### config.mk
export PLATFORM = sky130hd
export DESIGN_NAME = pcie_ss_rst_seq_flat
export DESIGN_NICKNAME = d
export VERILOG_FILES = /design/src/rtl/pcie_ss_rst_seq_pkg.sv /design/src/rtl/pcie_ss_rst_seq_if.sv /design/src/rtl/pcie_ss_rst_seq_link_fsm.sv /design/src/rtl/pcie_ss_rst_seq.sv /design/src/flat_wrapper.sv
export SDC_FILE = /design/constraint.sdc
export NUM_CORES = 1
export LEC_CHECK = 0
export CAP_MARGIN = 20
export CORE_ASPECT_RATIO = 0.6
export CORE_MARGIN = 8
export CORE_UTILIZATION = 52
export DETAILED_ROUTE_END_ITERATION = 6
export HOLD_SLACK_MARGIN = 0.15
export PLACE_DENSITY = 0.78
export REMOVE_ABC_BUFFERS = 1
export SETUP_SLACK_MARGIN = 0.05
export SLEW_MARGIN = 10
export SYNTH_ARGS = -nofsm -noshare
export SYNTH_HDL_FRONTEND = slang
export SYNTH_SLANG_ARGS = --single-unit
### constraint.sdc
create_clock -name fim_clk -period 2.9 [get_ports fim_clk]
set_input_delay 0.435 -clock fim_clk [delete_from_list [all_inputs] [get_ports fim_clk]]
set_output_delay 0.435 -clock fim_clk [all_outputs]
set_load 0.01 [all_outputs]
### src/rtl/pcie_ss_rst_seq_pkg.sv
// Shared types and helpers for the per-link PCIe subsystem reset sequencer.
//   t_rst_seq_state : per-link sequencing state
//   t_rst_mode      : reset flavour currently being sequenced
//   cnt_width()     : width needed to hold the largest of four cycle counts
package pcie_ss_rst_seq_pkg;

    typedef enum logic [2:0] {
        StAssert,
        StHold,
        StRelease,
        StReady,
        StFault
    } t_rst_seq_state;

    typedef enum logic {
        ModeCold,
        ModeWarm
    } t_rst_mode;

    function automatic int unsigned cnt_width(input int unsigned a, input int unsigned b,
                                              input int unsigned c, input int unsigned d);
        int unsigned m;
        m = a;
        if (b > m) m = b;
        if (c > m) m = c;
        if (d > m) m = d;
        return $clog2(m + 1);
    endfunction

endpackage

### src/rtl/pcie_ss_rst_seq_if.sv
// Subsystem-side reset handshake pins, one bit per link.
//   ss_cold_rst_n / ss_warm_rst_n         : resets driven by the sequencer, active low
//   ss_cold_rst_ack_n / ss_warm_rst_ack_n : acknowledges from the subsystem, active low
//   ss_reset_status                       : high while the subsystem link is in reset
// master = sequencer side, slave = subsystem side.
interface pcie_ss_rst_seq_if #(
    parameter int unsigned PCIE_NUM_LINKS = 1
);
    logic [PCIE_NUM_LINKS-1:0] ss_cold_rst_n;
    logic [PCIE_NUM_LINKS-1:0] ss_warm_rst_n;
    logic [PCIE_NUM_LINKS-1:0] ss_cold_rst_ack_n;
    logic [PCIE_NUM_LINKS-1:0] ss_warm_rst_ack_n;
    logic [PCIE_NUM_LINKS-1:0] ss_reset_status;

    modport master (
        output ss_cold_rst_n,
        output ss_warm_rst_n,
        input  ss_cold_rst_ack_n,
        input  ss_warm_rst_ack_n,
        input  ss_reset_status
    );

    modport slave (
        input  ss_cold_rst_n,
        input  ss_warm_rst_n,
        output ss_cold_rst_ack_n,
        output ss_warm_rst_ack_n,
        output ss_reset_status
    );
endinterface

### src/rtl/pcie_ss_rst_seq_link_fsm.sv
// One link of the reset sequencer: state machine, wait/hold counter, sticky timeout error.
//   fim_clk, fim_rst               : clock, synchronous active-high reset
//   cold_rst_req, warm_rst_req     : level reset requests
//   cold_rst_ack_n, warm_rst_ack_n : subsystem acknowledges, active low
//   reset_status                   : subsystem still in reset
//   err_clr                        : clear sticky error, restart from FAULT
//   release_grant                  : arbiter permission to leave HOLD
//   release_eligible               : hold time met and no request pending
//   cold_rst_n, warm_rst_n         : registered reset outputs
//   link_ready, rst_timeout_err    : registered status
//   in_ready                       : state is READY (feeds the top-level busy flag)
module pcie_ss_rst_link_fsm
    import pcie_ss_rst_seq_pkg::*;
#(
    parameter int unsigned ACK_TIMEOUT_CYCLES = 4096,
    parameter int unsigned COLD_HOLD_CYCLES   = 64,
    parameter int unsigned WARM_HOLD_CYCLES   = 16,
    parameter int unsigned CNT_W              = 13
) (
    input  logic fim_clk,
    input  logic fim_rst,
    input  logic cold_rst_req,
    input  logic warm_rst_req,
    input  logic cold_rst_ack_n,
    input  logic warm_rst_ack_n,
    input  logic reset_status,
    input  logic err_clr,
    input  logic release_grant,
    output logic release_eligible,
    output logic cold_rst_n,
    output logic warm_rst_n,
    output logic link_ready,
    output logic rst_timeout_err,
    output logic in_ready
);

    localparam logic [CNT_W:0] ACK_LIM  = (CNT_W + 1)'(ACK_TIMEOUT_CYCLES);
    localparam logic [CNT_W:0] COLD_LIM = (CNT_W + 1)'(COLD_HOLD_CYCLES);
    localparam logic [CNT_W:0] WARM_LIM = (CNT_W + 1)'(WARM_HOLD_CYCLES);

    t_rst_seq_state   state_q, state_d;
    t_rst_mode        mode_q, mode_d;
    logic [CNT_W-1:0] cnt_q, cnt_d;
    logic             err_q, err_d, err_set;
    logic             cold_rst_n_q, warm_rst_n_q, link_ready_q;

    logic [CNT_W:0]   cnt_inc, hold_lim;
    logic             ack_seen, rel_seen, ack_expired, hold_done, escalate, same_req;

    // A wait/hold expires on the cycle whose increment would reach the limit, so the
    // state occupies exactly LIMIT cycles.
    always_comb begin
        cnt_inc     = {1'b0, cnt_q} + {{CNT_W{1'b0}}, 1'b1};
        hold_lim    = (mode_q == ModeCold) ? COLD_LIM : WARM_LIM;
        ack_expired = (cnt_inc >= ACK_LIM);
        hold_done   = (cnt_inc >= hold_lim);
        ack_seen    = (mode_q == ModeCold) ? !cold_rst_ack_n : !warm_rst_ack_n;
        rel_seen    = ((mode_q == ModeCold) ? cold_rst_ack_n : warm_rst_ack_n) && !reset_status;
        escalate    = cold_rst_req && (mode_q == ModeWarm);
        same_req    = (mode_q == ModeCold) ? cold_rst_req : warm_rst_req;
        release_eligible = (state_q == StHold) && hold_done && !cold_rst_req && !warm_rst_req;
        in_ready    = (state_q == StReady);
    end

    always_comb begin
        state_d = state_q;
        mode_d  = mode_q;
        cnt_d   = cnt_q;
        err_set = 1'b0;
        unique case (state_q)
            StReady: begin
                if (cold_rst_req) begin
                    state_d = StAssert;
                    mode_d  = ModeCold;
                    cnt_d   = '0;
                end else if (warm_rst_req) begin
                    state_d = StAssert;
                    mode_d  = ModeWarm;
                    cnt_d   = '0;
                end
            end
            StAssert: begin
                if (escalate) begin
                    mode_d = ModeCold;
                    cnt_d  = '0;
                end else if (ack_seen) begin
                    state_d = StHold;
                    cnt_d   = '0;
                end else if (ack_expired) begin
                    // Missing acknowledge is flagged but the sequence carries on.
                    err_set = 1'b1;
                    state_d = StHold;
                    cnt_d   = '0;
                end else begin
                    cnt_d = cnt_inc[CNT_W-1:0];
                end
            end
            StHold: begin
                if (escalate) begin
                    state_d = StAssert;
                    mode_d  = ModeCold;
                    cnt_d   = '0;
                end else if (release_grant) begin
                    state_d = StRelease;
                    cnt_d   = '0;
                end else if ({1'b0, cnt_q} < hold_lim) begin
                    cnt_d = cnt_inc[CNT_W-1:0];
                end
            end
            StRelease: begin
                if (escalate || same_req) begin
                    // Warm request in cold mode is absorbed; cold always lands in cold mode.
                    state_d = StAssert;
                    mode_d  = cold_rst_req ? ModeCold : mode_q;
                    cnt_d   = '0;
                end else if (rel_seen) begin
                    state_d = StReady;
                end else if (ack_expired) begin
                    err_set = 1'b1;
                    state_d = StFault;
                end else begin
                    cnt_d = cnt_inc[CNT_W-1:0];
                end
            end
            StFault: begin
                if (err_clr || cold_rst_req) begin
                    state_d = StAssert;
                    mode_d  = ModeCold;
                    cnt_d   = '0;
                end
            end
            default: begin
                state_d = StAssert;
                mode_d  = ModeCold;
                cnt_d   = '0;
            end
        endcase
        // A new timeout beats a simultaneous clear.
        err_d = err_set ? 1'b1 : (err_clr ? 1'b0 : err_q);
    end

    always_ff @(posedge fim_clk) begin
        if (fim_rst) begin
            state_q      <= StAssert;
            mode_q       <= ModeCold;
            cnt_q        <= '0;
            err_q        <= 1'b0;
            cold_rst_n_q <= 1'b0;
            warm_rst_n_q <= 1'b1;
            link_ready_q <= 1'b0;
        end else begin
            state_q      <= state_d;
            mode_q       <= mode_d;
            cnt_q        <= cnt_d;
            err_q        <= err_d;
            cold_rst_n_q <= !(((state_q == StAssert) || (state_q == StHold)) &&
                              (mode_q == ModeCold));
            warm_rst_n_q <= !(((state_q == StAssert) || (state_q == StHold)) &&
                              (mode_q == ModeWarm));
            link_ready_q <= (state_q == StReady);
        end
    end

    assign cold_rst_n      = cold_rst_n_q;
    assign warm_rst_n      = warm_rst_n_q;
    assign link_ready      = link_ready_q;
    assign rst_timeout_err = err_q;

endmodule

### src/rtl/pcie_ss_rst_seq.sv
// Multi-link PCIe subsystem reset sequencer top.
//   fim_clk, fim_rst             : clock, synchronous active-high reset
//   cold_rst_req, warm_rst_req   : per-link level reset requests
//   err_clr                      : per-link sticky error clear / fault restart
//   link_ready, rst_timeout_err  : per-link status
//   busy                         : any link not in READY
//   ss                           : subsystem reset handshake pins
// Owns the release arbiter: lowest eligible link wins, then STAGGER_CYCLES of gap before
// the next release. With STAGGER_CYCLES = 0 every eligible link is released at once.
module pcie_ss_rst_seq
    import pcie_ss_rst_seq_pkg::*;
#(
    parameter int unsigned PCIE_NUM_LINKS     = 1,
    parameter int unsigned ACK_TIMEOUT_CYCLES = 4096,
    parameter int unsigned COLD_HOLD_CYCLES   = 64,
    parameter int unsigned WARM_HOLD_CYCLES   = 16,
    parameter int unsigned STAGGER_CYCLES     = 8
) (
    input  logic                      fim_clk,
    input  logic                      fim_rst,
    input  logic [PCIE_NUM_LINKS-1:0] cold_rst_req,
    input  logic [PCIE_NUM_LINKS-1:0] warm_rst_req,
    input  logic [PCIE_NUM_LINKS-1:0] err_clr,
    output logic [PCIE_NUM_LINKS-1:0] link_ready,
    output logic [PCIE_NUM_LINKS-1:0] rst_timeout_err,
    output logic                      busy,
    pcie_ss_rst_seq_if.master         ss
);

    localparam int unsigned CNT_W = cnt_width(ACK_TIMEOUT_CYCLES, COLD_HOLD_CYCLES,
                                              WARM_HOLD_CYCLES, STAGGER_CYCLES);
    localparam logic [CNT_W-1:0] STAGGER_LOAD = CNT_W'(STAGGER_CYCLES);

    logic [PCIE_NUM_LINKS-1:0] eligible, grant, in_ready;
    logic [PCIE_NUM_LINKS-1:0] cold_n_vec, warm_n_vec;
    logic [CNT_W-1:0]          stagger_q, stagger_d;
    logic                      busy_q;

    for (genvar i = 0; i < PCIE_NUM_LINKS; i++) begin : g_link
        pcie_ss_rst_link_fsm #(
            .ACK_TIMEOUT_CYCLES (ACK_TIMEOUT_CYCLES),
            .COLD_HOLD_CYCLES   (COLD_HOLD_CYCLES),
            .WARM_HOLD_CYCLES   (WARM_HOLD_CYCLES),
            .CNT_W              (CNT_W)
        ) u_link (
            .fim_clk          (fim_clk),
            .fim_rst          (fim_rst),
            .cold_rst_req     (cold_rst_req[i]),
            .warm_rst_req     (warm_rst_req[i]),
            .cold_rst_ack_n   (ss.ss_cold_rst_ack_n[i]),
            .warm_rst_ack_n   (ss.ss_warm_rst_ack_n[i]),
            .reset_status     (ss.ss_reset_status[i]),
            .err_clr          (err_clr[i]),
            .release_grant    (grant[i]),
            .release_eligible (eligible[i]),
            .cold_rst_n       (cold_n_vec[i]),
            .warm_rst_n       (warm_n_vec[i]),
            .link_ready       (link_ready[i]),
            .rst_timeout_err  (rst_timeout_err[i]),
            .in_ready         (in_ready[i])
        );
    end

    assign ss.ss_cold_rst_n = cold_n_vec;
    assign ss.ss_warm_rst_n = warm_n_vec;

    // The reload cycle counts as the first gap cycle, so a grant is allowed again once
    // the counter is about to reach zero; releases then land exactly STAGGER_CYCLES apart.
    always_comb begin
        grant     = '0;
        stagger_d = stagger_q;
        if (stagger_q != '0) stagger_d = stagger_q - CNT_W'(1);
        if (STAGGER_CYCLES == 0) begin
            grant = eligible;
        end else if (stagger_q <= CNT_W'(1)) begin
            grant = eligible & (~eligible + PCIE_NUM_LINKS'(1));
            if (|eligible) stagger_d = STAGGER_LOAD;
        end
    end

    always_ff @(posedge fim_clk) begin
        if (fim_rst) begin
            stagger_q <= '0;
            busy_q    <= 1'b1;
        end else begin
            stagger_q <= stagger_d;
            busy_q    <= ~&in_ready;
        end
    end

    assign busy = busy_q;

endmodule

### src/flat_wrapper.sv
// flat-port wrapper written by rule: the top's interface ports become plain ports
module pcie_ss_rst_seq_flat import pcie_ss_rst_seq_pkg::*;
#(
    parameter int unsigned PCIE_NUM_LINKS     = 1,
    parameter int unsigned ACK_TIMEOUT_CYCLES = 4096,
    parameter int unsigned COLD_HOLD_CYCLES   = 64,
    parameter int unsigned WARM_HOLD_CYCLES   = 16,
    parameter int unsigned STAGGER_CYCLES     = 8
)
  (fim_clk, fim_rst, cold_rst_req, warm_rst_req, err_clr, link_ready, rst_timeout_err, busy, ss_ss_cold_rst_n, ss_ss_warm_rst_n, ss_ss_cold_rst_ack_n, ss_ss_warm_rst_ack_n, ss_ss_reset_status);
  pcie_ss_rst_seq_if #(.PCIE_NUM_LINKS(PCIE_NUM_LINKS)) ss_i ();
  input  logic fim_clk;
  input  logic fim_rst;
  input  logic [PCIE_NUM_LINKS-1:0] cold_rst_req;
  input  logic [PCIE_NUM_LINKS-1:0] warm_rst_req;
  input  logic [PCIE_NUM_LINKS-1:0] err_clr;
  output logic [PCIE_NUM_LINKS-1:0] link_ready;
  output logic [PCIE_NUM_LINKS-1:0] rst_timeout_err;
  output logic busy;
  output wire logic [$bits(ss_i.ss_cold_rst_n)-1:0] ss_ss_cold_rst_n;
  output wire logic [$bits(ss_i.ss_warm_rst_n)-1:0] ss_ss_warm_rst_n;
  input wire logic [$bits(ss_i.ss_cold_rst_ack_n)-1:0] ss_ss_cold_rst_ack_n;
  input wire logic [$bits(ss_i.ss_warm_rst_ack_n)-1:0] ss_ss_warm_rst_ack_n;
  input wire logic [$bits(ss_i.ss_reset_status)-1:0] ss_ss_reset_status;
  assign ss_ss_cold_rst_n = ss_i.ss_cold_rst_n;
  assign ss_ss_warm_rst_n = ss_i.ss_warm_rst_n;
  assign ss_i.ss_cold_rst_ack_n = ss_ss_cold_rst_ack_n;
  assign ss_i.ss_warm_rst_ack_n = ss_ss_warm_rst_ack_n;
  assign ss_i.ss_reset_status = ss_ss_reset_status;
  pcie_ss_rst_seq #(.PCIE_NUM_LINKS(PCIE_NUM_LINKS), .ACK_TIMEOUT_CYCLES(ACK_TIMEOUT_CYCLES), .COLD_HOLD_CYCLES(COLD_HOLD_CYCLES), .WARM_HOLD_CYCLES(WARM_HOLD_CYCLES), .STAGGER_CYCLES(STAGGER_CYCLES)) u_core (.fim_clk(fim_clk), .fim_rst(fim_rst), .cold_rst_req(cold_rst_req), .warm_rst_req(warm_rst_req), .err_clr(err_clr), .link_ready(link_ready), .rst_timeout_err(rst_timeout_err), .busy(busy), .ss(ss_i));
endmodule
* Word-level counts from Yosys, hierarchy flattened *
Index checks and enable logic that the tools add are counted.

operators by class
  $add $sub $neg = 3
  order comparisons = 4
  equal/unequal tests = 16
  mux-type cells = 48
  bitwise gates (word level) = 3
  reductions and logical operators = 25

operators by type and width
  kind                     number
  $mux W13                 15
  $pmux W13 S5             1
  $mux W3                  11
  $mux W1                  17
  $ne A3 B3 Y1 const B     5
  $pmux W3 S5              1
  $add A13 B1 Y14 const B  1
  $ge A14 B13 Y1 const B   1
  $ge A14 B7 Y1            1
  $le A13 B1 Y1 const B    1
  $lt A13 B7 Y1            1
  $reduce_bool A13 Y1      1
  $sub A13 B1 Y13 const B  1
  $reduce_and A5 Y1        2
  $logic_not A1 Y1         8
  $ne A2 B2 Y1 const B     4
  $logic_and A1 B1 Y1      7
  $mux W7                  1
  $eq A3 B2 Y1 const B     2
  $reduce_and A6 Y1        1
  $ne A4 B3 Y1 const B     1
  $ne A4 B4 Y1 const B     1
  $pmux W1 S4              1
  $eq A3 B1 Y1 const B     1
  other kinds (10)         13

storage, ports and cells
  register bits = 35
  bits of input ports = 8
  output and inout bits = 5
  word-level logic and storage cells = 108

* Longest topological paths before layout *
Gate-level depths: netlist of the first run.

  depth in word-level cells = 12
  depth in mapped cells = 13
  depth with buffers taken out = 12

* Modules after synthesis *
Synthesis of the first run repeated with hierarchy kept, for this count alone.

second synthesis, totals
  cell total of the unflattened synthesis = 254
  area total of the unflattened synthesis = 2,227.1 um^2

modules (own cells, without submodules)
  module                instances  cells each  area each (um^2)  sequential area each (um^2)
  pcie_ss_rst_link_fsm  1          175         1,491.4           420.4
  pcie_ss_rst_seq       1          79          735.7             280.3

* Worst setup path after synthesis of the first run *
OpenSTA, ideal clock, no wires.

  path type = register to register
  start = reg u_core.g_link[0].u_link.cnt_q[3]
  end = reg u_core.g_link[0].u_link.cnt_q[7]
  setup time = 0.101 ns
  arrival time = 3.116 ns
  data required time = 2.799 ns
  setup slack = -0.317 ns
  cell stages (with the launch flop) = 11
  buffers on the path = 2
  cell sequence = dfxtp_1 > clkbuf_1 > nand4_1 > nor4_1 > mux2_2 > nor4_1 > a31oi_4 > a211oi_1 > clkbuf_1 > nand2_1 > o41ai_1

between the ends
  longest elaborated chain between the ends = 12

RTL lines
  item                               RTL line                         text
  from (decl)                        pcie_ss_rst_seq_link_fsm.sv:43   logic [CNT_W-1:0] cnt_q, cnt_d;
  from (signal assigned)             pcie_ss_rst_seq_link_fsm.sv:154  cnt_q <= cnt_d;
  $add A13 B1 Y14                    pcie_ss_rst_seq_link_fsm.sv:53   cnt_inc = {1'b0, cnt_q} + {{CNT_W{1'b0}}, 1'b1};
  $ge A14 B7 Y1                      pcie_ss_rst_seq_link_fsm.sv:56   hold_done = (cnt_inc >= hold_lim);
  $logic_and A1 B1 Y1 (3 in series)  pcie_ss_rst_seq_link_fsm.sv:61   release_eligible = (state_q == StHold) && hold_done && !cold_rst_req && !warm_rst_req;
  $not A1 Y1                         pcie_ss_rst_seq.sv:76            grant = eligible & (~eligible + PCIE_NUM_LINKS'(1));
  $add A1 B1 Y1                      pcie_ss_rst_seq.sv:76
  $and A1 B1 Y1                      pcie_ss_rst_seq.sv:76
  $mux W1                            pcie_ss_rst_seq.sv:75            end else if (stagger_q <= CNT_W'(1)) begin
  $mux W13                           pcie_ss_rst_seq_link_fsm.sv:103  end else if (release_grant) begin
  $mux W13                           pcie_ss_rst_seq_link_fsm.sv:99   if (escalate) begin
  $pmux W13 S5                       pcie_ss_rst_seq_link_fsm.sv:70   unique case (state_q)

Several ways; a longest one is shown, not always the timed one. The select of a mux whose other input is x is not followed.
A chain may end at the register's enable or synchronous reset.

* Worst setup path in the final report of the first run *
  start = reg u_core.stagger_q[6]
  end = reg u_core.g_link[0].u_link.state_q[2]

between the ends
  longest elaborated chain between the ends = 4

RTL lines
  item                                RTL line                         text
  from (decl)                         pcie_ss_rst_seq.sv:36            logic [CNT_W-1:0] stagger_q, stagger_d;
  from (signal assigned)              pcie_ss_rst_seq.sv:86            stagger_q <= stagger_d;
  $le A13 B1 Y1                       pcie_ss_rst_seq.sv:75
  $mux W1                             pcie_ss_rst_seq.sv:75
  $ne A3 B3 Y1 (no source line)       -
  $reduce_and A6 Y1 (no source line)  -
  to (signal assigned)                pcie_ss_rst_seq_link_fsm.sv:144  state_q <= StAssert;
  to (signal assigned)                pcie_ss_rst_seq_link_fsm.sv:152  state_q <= state_d;
  to (decl)                           pcie_ss_rst_seq_link_fsm.sv:41   t_rst_seq_state state_q, state_d;

No other way between the ends.

==> results of run 1 <==
-- state kept, by name, indices dropped and copies added (netlist names) --
signal and flops:
u_core.g_link.u_link.state_q 3, u_core.g_link.u_link.rst_timeout_err 1, u_core.stagger_q 13, u_core.g_link.u_link.cold_rst_n 1, u_core.g_link.u_link.mode_q 1, u_core.busy 1
u_core.g_link.u_link.cnt_q 13, u_core.g_link.u_link.warm_rst_n 1, u_core.g_link.u_link.link_ready 1
-- cell usage in the layout, fill, tap and decap left out, drive strengths merged, types with 2 or more instances in the layout --
cell type | synthesis | routed
nor4 | 5 | 5
clkdlybuf4s50 | 0 | 12
a21oi | 17 | 17
nor3b | 3 | 3
nor2 | 27 | 27
nand2 | 22 | 22
a21o | 3 | 3
ha | 6 | 6
clkbuf | 12 | 5
or4b | 3 | 3
nand4 | 5 | 5
nand3b | 2 | 2
a22o | 3 | 3
or4 | 3 | 3
nand2b | 3 | 3
nor3 | 14 | 14
buf | 1 | 53
dfxtp | 35 | 35
o21ai | 8 | 8
o21a | 3 | 3
inv | 9 | 9
xnor2 | 7 | 7
or2 | 4 | 4
or3 | 5 | 5
a211oi | 3 | 3
bufinv | 0 | 2
mux2i | 2 | 2
nand3 | 10 | 10
a31oi | 4 | 4
mux2 | 3 | 3
and2 | 2 | 2
xor2 | 5 | 5
o22ai | 2 | 2
nor2b | 2 | 2
-- layer usage --
layer / up-vias / track usage [%]
li1: 995 / -
met1: 1011 / 26.9
met2: 116 / 24.8
met3: 26 / 4.85
met4: 0 / 5.80
met5: - / 0
-- logic make-up (layout without fill, tap and decap cells) --
| group | after synthesis | count (layout) | synth area share (%) |
|---|---|---|---|
| XOR/XNOR | 12 | 12 | 5.36 |
| flip-flops | 35 | 35 | 35.8 |
| adder cells (fa/ha/maj) | 6 | 6 | 3.83 |
| multiplexers | 5 | 5 | 2.75 |
| AO/OA/AOI/OAI | 50 | 50 | 16.8 |
| AND/OR/NAND/NOR | 115 | 115 | 31.2 |
| buffers and inverters | 22 | 82 | 4.28 |
-- worst max-delay path: stages (launching register included) --
cell	delay, ps
dfxtp_2	320
or4_4	530
or4_4	430
or3_4	340
or3_4	340
a31oi_4	160
buf_6	130
nor2_2	40
or4_4	510
a21oi_2	120
-- metrics by stage --
stage | TNS (ps) | utilization, % | setup WS (ps)
after floorplan | -4330 | - | -484
after global placement | -1450 | 65.7 | -189
after detailed placement | -1010 | 65.7 | -152
after CTS | -176 | 71.6 | -88.2
after global routing | -1500 | 77.5 | -174
final | -269 | 77.5 | -87.3
-- timing repair --
action	CTS	global route
endpoints found under the setup margin	26	27
resized for setup	10	38
buffers inserted	5	8
pin swaps	4	14
-- worst min-delay path by stage --
| stage | from | slack [ps] | endpoint | cells after the start |
|---|---|---|---|---|
| floorplan | u_core.stagger_q[12]$_SDFF_PP0_ | 450 | u_core.stagger_q[12]$_SDFF_PP0_ | 1 |
| global placement | u_core.stagger_q[12]$_SDFF_PP0_ | 460 | u_core.stagger_q[12]$_SDFF_PP0_ | 1 |
| detailed placement | u_core.stagger_q[12]$_SDFF_PP0_ | 470 | u_core.stagger_q[12]$_SDFF_PP0_ | 1 |
| CTS | u_core.stagger_q[12]$_SDFF_PP0_ | 500 | u_core.stagger_q[12]$_SDFF_PP0_ | 1 |
| global route | u_core.stagger_q[12]$_SDFF_PP0_ | 510 | u_core.stagger_q[12]$_SDFF_PP0_ | 1 |
| finish | u_core.stagger_q[12]$_SDFF_PP0_ | 500 | u_core.stagger_q[12]$_SDFF_PP0_ | 1 |
-- area by class of cell --
cell class                      count  share of cell area, %
Clock buffer                        5                   2.44
Clock inverter                      3                   2.40
Inverter                            9                   1.20
Multi-Input combinational cell    188                   47.1
Sequential cell                    35                   25.2
Tap cell                           47                   2.09
Timing Repair Buffer               65                   19.6
-- where the power goes --
group	internal, W	switching (W)	leakage (nW)
logic	0.000455	0.000467	0.779
registers	0.000564	0.0000856	0.288
clock network	0.000343	0.000199	0.0644
total	0.00136	0.000751	1.13
==> flow_summary_export.csv, run 1 <==
group,metric,value,unit
power_and_ir_drop,ir_drop,0.721,mV
die,initial_core_util,53.9,%
die,core_area,3640,µm²
synthesis,synth_top_cells_by_count,"35 x dfxtp_1, 26 x nor2_1, 22 x nand2_1",
run,drv_cap,0,
worst_setup_path,rr_worst_depth,9,
synthesis,synth_seq_cells,35,
worst_setup_path,rrSetupSlack,-90,ps
route,wl_met2,2.58,mm
worst_hold_path,hold_class,"register to register",
placement,placed_area,2390,µm²
worst_setup_path,endpoint,"u_core.g_link[0].u_link.state_q[2]$_SDFFE_PP0P_",
placement,port_buffers,12,
synthesis,synth_seq_area_share,35.8,%
timing,skew,13.3,ps
synthesis,synth_cells,245,
placement,dp.cells,331,
placement,hpwl,3.62,mm
timing,tightestPinTransition,465,ps
synthesis,synth_top_area_share,35.8,%
power_and_ir_drop,p_leak,1.13,nW
synthesis,yosys_warnings,0,
timing,period_share,103,%
worst_setup_path,reg2reg_to,"u_core.g_link[0].u_link.state_q[2]$_SDFFE_PP0P_",
cells_and_area,multiInputGateArea,1330,µm²
timing,holdWs,497,ps
cts,cts.path.max_buffers,2,
die,die_x,95.2,µm
route,wl_met1,2.72,mm
timing,max_freq,335,MHz
timing,max-slew-margin-rel,68.7,%
die,die_y,63.6,µm
power_and_ir_drop,power_density,750,nW/µm²
status,violations,"setup timing",
timing,layout_setup_ws,-87.3,ps
synthesis,synth_edf_count,0,
worst_setup_path,critPathCaptureType,"register",
cts,htreeDepth,2,
worst_setup_path,cp_max_fo,4,
cts,cts_tree,"done",
synthesis,yosysMostFrequentCell,"dfxtp_1",
route,dr_wl_met3,613,µm
worst_setup_path,cp-start-kind,"register",
worst_setup_path,worstSetupStartpoint,"u_core.stagger_q[6]$_SDFF_PP0_",
worst_setup_path,crit_type,"register to register",
global_route,overflow,0,
route,wirelength,6.07,mm
cells_and_area,nets,318,
route,routed.top_layer,"met4",
global_route,grt_max_degree,13,
route,drt_iter0_drc,257,
route,drt_pass1_iterations,5,
worst_setup_path,worstReg2RegStart,"u_core.stagger_q[6]$_SDFF_PP0_",
synthesis,synth_flop_cell,"dfxtp_1",
placement,globalplace.congestion,0.902,
global_route,grt_pass1_wl,8.83,mm
route,drc,0,
worst_setup_path,worstPathRequired,3140,ps
route,postRouteAntennaNets,0,
die,io_pins,13,
timing,period_needed,2990,ps
timing,setup_viol,6,
synthesis,ys_types,50,
cells_and_area,syn_to_final_growth,43.9,%
global_route,track_usage,18.4,%
synthesis,yosysTopAreaCell,"dfxtp_1",
route,vias,2148,
cts,cts_root_buffer,"clkbuf_8",
route,wire_per_inst,17.3,µm
power_and_ir_drop,report.power.total,0.00211,W
cells_and_area,seq_area,709,µm²
synthesis,synth_area_leaders,"dfxtp_1 36%, nor2_1 5.0%, a21oi_1 4.3%, nand2_1 4.2%, ha_1 3.8%",
timing,hold_viol,0,
cts,cts_buffers,5,
cts,cts.sinks,35,
worst_setup_path,worstPathArrival,3230,ps
timing,slew_viol_final,0,
synthesis,synthArstFlopShare,0,%
timing,grt_setup_unrepaired,"yes",
route,via_per_inst,6.10,
cells_and_area,drive_above_1_share,35.4,%
global_route,antenna_found_initial,0,
synthesis,syn-cell-area,1960,µm²
cells_and_area,fin_area,2820,µm²
cells_and_area,layout.cells.non_filler,352,
cts,cts_hold_buf,0,
global_route,first_global_vias,1798,
status,status,"finished, violations left",
die,rows,17,
synthesis,syn_area_per_cell,8.00,µm²
cells_and_area,num-fill-cells,228,
cells_and_area,antenna_cells,0,
die,fp.dieArea,6050,µm²
cts,insertion_delay,300,ps
cts,clk_pin_slew,80,ps
Note: power is estimated with default switching activity, not from simulation.
==> run 2: changes to the inputs <==
--- a/config.mk
+++ b/config.mk
@@ -13,7 +13,7 @@
 export HOLD_SLACK_MARGIN = 0.15
 export PLACE_DENSITY = 0.78
 export REMOVE_ABC_BUFFERS = 1
-export SETUP_SLACK_MARGIN = 0.05
+export SETUP_SLACK_MARGIN = 0.3
 export SLEW_MARGIN = 10
 export SYNTH_ARGS = -nofsm -noshare
 export SYNTH_HDL_FRONTEND = slang
==> run 2 against run 1 <==
The run still ends with setup timing left. Final area rose by 4.4%. Routed wire length rose by 12%. Via count rose by 4.4%. Worst setup slack got worse by 46 ps. Combinational power rose by 17%. Maximum frequency fell by 1.5%. Sequential share of layout area fell by 1.1 points. Count of clock-buffer cells in the layout did not move. Non-clock buffer count rose by 3. Utilization rose by 3.4 points. Critical path type unchanged. Largest power group unchanged. Highest routed layer unchanged.
==> flow_summary_export.csv, run 2 (synthesis results as in run 1) <==
group,metric,value,unit
status,violations,"setup timing",
route,wirelength,6.81,mm
cells_and_area,antenna_cells,0,
worst_setup_path,cp_max_fo,5,
cells_and_area,seq_area,708,µm²
cells_and_area,layout_commonest_cell,"buf_4",
global_route,track_usage,18.7,%
timing,tightestPinTransition,604,ps
worst_setup_path,worstReg2RegStart,"u_core.g_link[0].u_link.cnt_q[3]$_SDFFE_PP0P_",
cts,insertion_delay,300,ps
global_route,overflow,0,
timing,period_needed,3030,ps
route,drt_pass1_iterations,6,
timing,slew_viol_final,0,
worst_setup_path,cp-start-kind,"register",
cells_and_area,top_regs,"u_core.g_link.u_link.cnt_q (13), u_core.stagger_q (13), u_core.g_link.u_link.state_q (3)",
route,via_per_inst,6.30,
placement,hpwl,3.62,mm
timing,setup_tns,-958,ps
cts,cts_tree,"done",
die,io_pins,13,
global_route,grt_max_degree,13,
timing,hold_viol,0,
die,fp.dieArea,6050,µm²
timing,setup_viol,14,
cts,htreeDepth,2,
route,vias,2242,
placement,globalplace.congestion,0.902,
die,initial_core_util,53.9,%
power_and_ir_drop,power_density,774,nW/µm²
cells_and_area,syn_to_final_growth,50.2,%
power_and_ir_drop,ir_drop,0.696,mV
worst_setup_path,critPathCaptureType,"register",
cells_and_area,num-fill-cells,190,
timing,layout_setup_ws,-133,ps
die,rows,17,
timing,period_share,105,%
die,core_area,3640,µm²
global_route,antenna_found_initial,0,
cells_and_area,nets,322,
timing,holdWs,496,ps
timing,grt_setup_unrepaired,"yes",
global_route,grt_pass1_wl,9.00,mm
global_route,first_global_vias,1847,
timing,skew,12.5,ps
worst_setup_path,endpoint,"u_core.g_link[0].u_link.cnt_q[3]$_SDFFE_PP0P_",
cts,cts.path.max_buffers,2,
route,drt_iter0_drc,252,
cells_and_area,multiInputGateArea,1420,µm²
placement,port_buffers,12,
worst_setup_path,worstSetupStartpoint,"u_core.g_link[0].u_link.cnt_q[3]$_SDFFE_PP0P_",
route,wire_per_inst,19.1,µm
run,drv_cap,0,
worst_setup_path,reg2reg_to,"u_core.g_link[0].u_link.cnt_q[3]$_SDFFE_PP0P_",
worst_hold_path,min_path_cells,2,
cells_and_area,mostFrequentLayoutCells,"45 x buf_4, 31 x dfxtp_1, 19 x nor2_1, 19 x nand2_1, 13 x a21oi_1",
worst_setup_path,worstPathRequired,3100,ps
route,postRouteAntennaNets,0,
power_and_ir_drop,p_leak,1.18,nW
route,drc,0,
worst_setup_path,crit_type,"register to register",
status,status,"finished, violations left",
cts,cts_root_buffer,"clkbuf_8",
worst_setup_path,worstPathArrival,3240,ps
cts,clk_pin_slew,80,ps
cts,cts.sinks,35,
timing,max-slew-margin-rel,59.4,%
worst_setup_path,rrSetupSlack,-130,ps
cts,cts_buffers,5,
timing,max_freq,330,MHz
worst_hold_path,hold_class,"register to register",
worst_setup_path,rr_worst_depth,13,
cells_and_area,drive_above_1_share,39.2,%
die,die_x,95.2,µm
die,die_y,63.6,µm
[run 2: cell types whose count changed in the layout (fill, tap and decap cells not counted), moves of 2 or more]
cell	change
nor2_1	-6
nor2_2	+5
nand2_2	-2
nand3_4	+2
nor3_4	+2
o21ai_1	-2
or2_4	+2
o21ai_2	+2
buf_6	+2
[run 2: layout make-up]
cell class                 count  area share (%)
multi-input combinational    189            48.4
sequential                    35            24.1
timing repair buffer          68            19.8
clock buffer                   5            2.34
clock inverter                 3            2.30
tap                           47            2.00
inverter                       9            1.15
[run 2: per-stage QoR]
step | total power [W] | setup WS (ps) | instances | utilization, % | area [µm²]
floorplan | 0.00112 | -484 | 232 | - | 1910
global placement | 0.00136 | -189 | 331 | 65.7 | 2390
detailed placement | 0.00138 | -152 | 331 | 65.7 | 2390
CTS | 0.00202 | -78.7 | 346 | 73.3 | 2670
global route | 0.00238 | -207 | 356 | 80.9 | 2940
finish | 0.00228 | -133 | 356 | 80.9 | 2940
[run 2: per-layer routing]
metal / part of all wire (%) / routed length [µm] / global-route usage (%)
met2: 43 / 2930 / 25.3
met4: 2.3 / 156 / 6.00
met3: 11 / 759 / 4.96
met1: 44 / 2970 / 27.1
met5: 0 / 0 / 0
[run 2: power breakdown]
part | total [W] | internal (W) | switching (W)
sequential | 0.000651 | 0.000566 | 0.0000859
clock | 0.000545 | 0.000343 | 0.000202
combinational | 0.00108 | 0.000515 | 0.000566
[run 2: how the worst min path moves through the flow]
stage	startpoint	endpoint
2_1_floorplan	u_core.stagger_q[12]$_SDFF_PP0_	u_core.stagger_q[12]$_SDFF_PP0_
3_3_place_gp	u_core.stagger_q[12]$_SDFF_PP0_	u_core.stagger_q[12]$_SDFF_PP0_
3_5_place_dp	u_core.stagger_q[12]$_SDFF_PP0_	u_core.stagger_q[12]$_SDFF_PP0_
4_1_cts	u_core.stagger_q[12]$_SDFF_PP0_	u_core.stagger_q[12]$_SDFF_PP0_
5_1_grt	u_core.stagger_q[12]$_SDFF_PP0_	u_core.stagger_q[12]$_SDFF_PP0_
6_report	u_core.g_link[0].u_link.rst_timeout_err$_SDFFE_PP0P_	u_core.g_link[0].u_link.rst_timeout_err$_SDFFE_PP0P_
[run 2: critical path: stages (launching register included)]
cell and delay, ps:
dfxtp_4 370, nand4_1 240, nor4_4 350, buf_4 170, mux2_4 330, nor4_4 260, buf_4 160, a31oi_4 90
buf_4 170, a211oi_4 320, buf_6 170, buf_4 130, nand3_1 90, o311ai_1 80
[run 2: what timing repair did]
| item | CTS | global route |
|---|---|---|
| resized for setup | 21 | 48 |
| pin swaps | 5 | 23 |
| setup buffers | 7 | 9 |
| endpoints found under the setup margin | 27 | 28 |
| hold buffers | 0 | 0 |
| gates cloned | 0 | 1 |
==> run 3: changes to the inputs <==
--- a/config.mk
+++ b/config.mk
@@ -11,6 +11,7 @@
 export CORE_UTILIZATION = 52
 export DETAILED_ROUTE_END_ITERATION = 6
 export HOLD_SLACK_MARGIN = 0.15
+export MAX_ROUTING_LAYER = met4
 export PLACE_DENSITY = 0.78
 export REMOVE_ABC_BUFFERS = 1
 export SETUP_SLACK_MARGIN = 0.3
==> run 3 against run 2 <==
The flow still finishes with violations (setup timing). Count of clock-buffer cells in the layout unchanged. Combinational power about the same. Maximum frequency fell by 0.39%. Flip-flop and latch count did not move. Non-clock buffer count unchanged. Sequential power barely moved. Sequential share of layout area did not move. Final area unchanged. Critical path depth unchanged. Die area unchanged.
==> flow_summary_export.csv, run 3 (synthesis results as in run 1) <==
group,metric,value,unit
timing,max_freq,328,MHz
cts,cts.sinks,35,
route,drt_iter0_drc,262,
timing,slew_viol_final,0,
power_and_ir_drop,power_density,775,nW/µm²
route,postRouteAntennaNets,0,
worst_setup_path,crit_type,"register to register",
route,wire_per_inst,19.3,µm
timing,layout_setup_ws,-145,ps
route,wl_met1,3.04,mm
run,drv_cap,0,
cts,cts_root_buffer,"clkbuf_8",
worst_setup_path,cp_max_fo,4,
timing,skew,12.4,ps
route,wl_met2,2.98,mm
cts,clk_pin_slew,80,ps
cts,cts.path.max_buffers,2,
global_route,overflow,0,
route,vias,2207,
cells_and_area,nets,322,
global_route,track_usage,19.2,%
die,io_pins,13,
cells_and_area,top_regs,"u_core.g_link.u_link.cnt_q (13), u_core.stagger_q (13), u_core.g_link.u_link.state_q (3)",
timing,hold_viol,0,
worst_setup_path,worstPathArrival,3250,ps
placement,globalplace.congestion,0.917,
worst_setup_path,critPathCaptureType,"register",
cts,insertion_delay,310,ps
timing,period_share,105,%
worst_hold_path,hold_class,"register to register",
route,drc,0,
cts,cts_tree,"done",
global_route,grt_pass1_wl,9.00,mm
die,core_area,3640,µm²
die,rows,17,
cts,htreeDepth,2,
cells_and_area,layout_commonest_cell,"buf_4",
route,dr_wl_met3,730,µm
status,status,"finished, violations left",
cells_and_area,syn_to_final_growth,50.2,%
placement,port_buffers,12,
route,drt_pass1_iterations,5,
power_and_ir_drop,ir_drop,0.699,mV
die,die_x,95.2,µm
timing,tightestPinTransition,580,ps
route,via_per_inst,6.20,
worst_setup_path,cp-start-kind,"register",
cts,cts_buffers,5,
global_route,antenna_found_initial,0,
die,fp.dieArea,6050,µm²
cells_and_area,final_util,80.9,%
timing,grt_setup_unrepaired,"yes",
power_and_ir_drop,p_leak,1.18,nW
die,initial_core_util,53.9,%
power_and_ir_drop,report.power.total,0.00228,W
status,violations,"setup timing",
placement,placed_area,2390,µm²
timing,setup_viol,12,
cells_and_area,mostFrequentLayoutCells,"45 x buf_4, 31 x dfxtp_1, 19 x nor2_1, 19 x nand2_1, 13 x a21oi_1",
timing,max-slew-margin-rel,61.1,%
timing,period_needed,3050,ps
worst_setup_path,worstPathRequired,3110,ps
placement,hpwl,3.62,mm
global_route,first_global_vias,1847,
cells_and_area,antenna_cells,0,
placement,place_ws,-152,ps
route,wirelength,6.87,mm
cells_and_area,fin_area,2940,µm²
global_route,grt_max_degree,13,
route,routed.top_layer,"met4",
cells_and_area,drive_above_1_share,39.2,%
die,die_y,63.6,µm
-- run 3: cell counts in the layout (fill, tap and decap cells not counted) --
Identical to the previous run, type by type.
-- run 3: timing repair --
action                                  CTS  global route
endpoints found under the setup margin   27            28
hold buffers                              0             0
cloned                                    0             1
pin swaps                                 5            23
resized for setup                        21            48
buffers inserted                          7             9
-- run 3: where the power goes --
group          leakage, nW  internal, W  total (W)  switching (W)
clock               0.0644     0.000343   0.000548       0.000204
combinational        0.828     0.000516    0.00108       0.000565
sequential           0.287     0.000566   0.000652      0.0000869
total                 1.18      0.00142    0.00228       0.000857
-- run 3: through the flow --
step / instances / hold WS (ps) / TNS [ps]
detailed placement: 331 / 468 / -1010
finish: 356 / 496 / -1040
global placement: 331 / 461 / -1450
global route: 356 / 540 / -1700
floorplan: 232 / 449 / -4330
CTS: 346 / 497 / -143
-- run 3: area by class of cell --
| type | count | area, µm² |
|---|---|---|
| clock inverter | 3 | 67.6 |
| clock buffer | 5 | 68.8 |
| fill | 190 | 694 |
| inverter | 9 | 33.8 |
| timing repair buffer | 68 | 582 |
| sequential | 35 | 708 |
| tap | 47 | 58.8 |
| multi-input combinational | 189 | 1420 |
-- run 3: path summary, 6_finish.rpt --
| kind | from | endpoint | slack [ps] | cells past startpoint |
|---|---|---|---|---|
| max | u_core.g_link[0].u_link.cnt_q[6]$_SDFFE_PP0P_ | u_core.g_link[0].u_link.cnt_q[3]$_SDFFE_PP0P_ | -150 | 13 |
| min | u_core.g_link[0].u_link.rst_timeout_err$_SDFFE_PP0P_ | u_core.g_link[0].u_link.rst_timeout_err$_SDFFE_PP0P_ | 500 | 2 |
| max reg2reg | u_core.g_link[0].u_link.cnt_q[6]$_SDFFE_PP0P_ | u_core.g_link[0].u_link.cnt_q[3]$_SDFFE_PP0P_ | -150 | 13 |
| min reg2reg | u_core.g_link[0].u_link.rst_timeout_err$_SDFFE_PP0P_ | u_core.g_link[0].u_link.rst_timeout_err$_SDFFE_PP0P_ | 500 | 2 |
-- run 3: routing by layer --
metal / up-vias / track usage (%)
li1: 1010 / -
met5: - / -
met3: 22 / 4.96
met1: 1050 / 27.1
met4: 0 / 6.00
met2: 125 / 25.3
-- run 3: critical path, cell delays in order (launching register included) --
cell and delay [ps]:
dfxtp_1 350, nand4_1 270, nor4_4 360, buf_4 170, mux2_4 330, nor4_4 260
buf_4 160, a31oi_4 90, buf_4 170, a211oi_4 320, buf_6 170, buf_4 130
nand3_1 90, o311ai_1 80
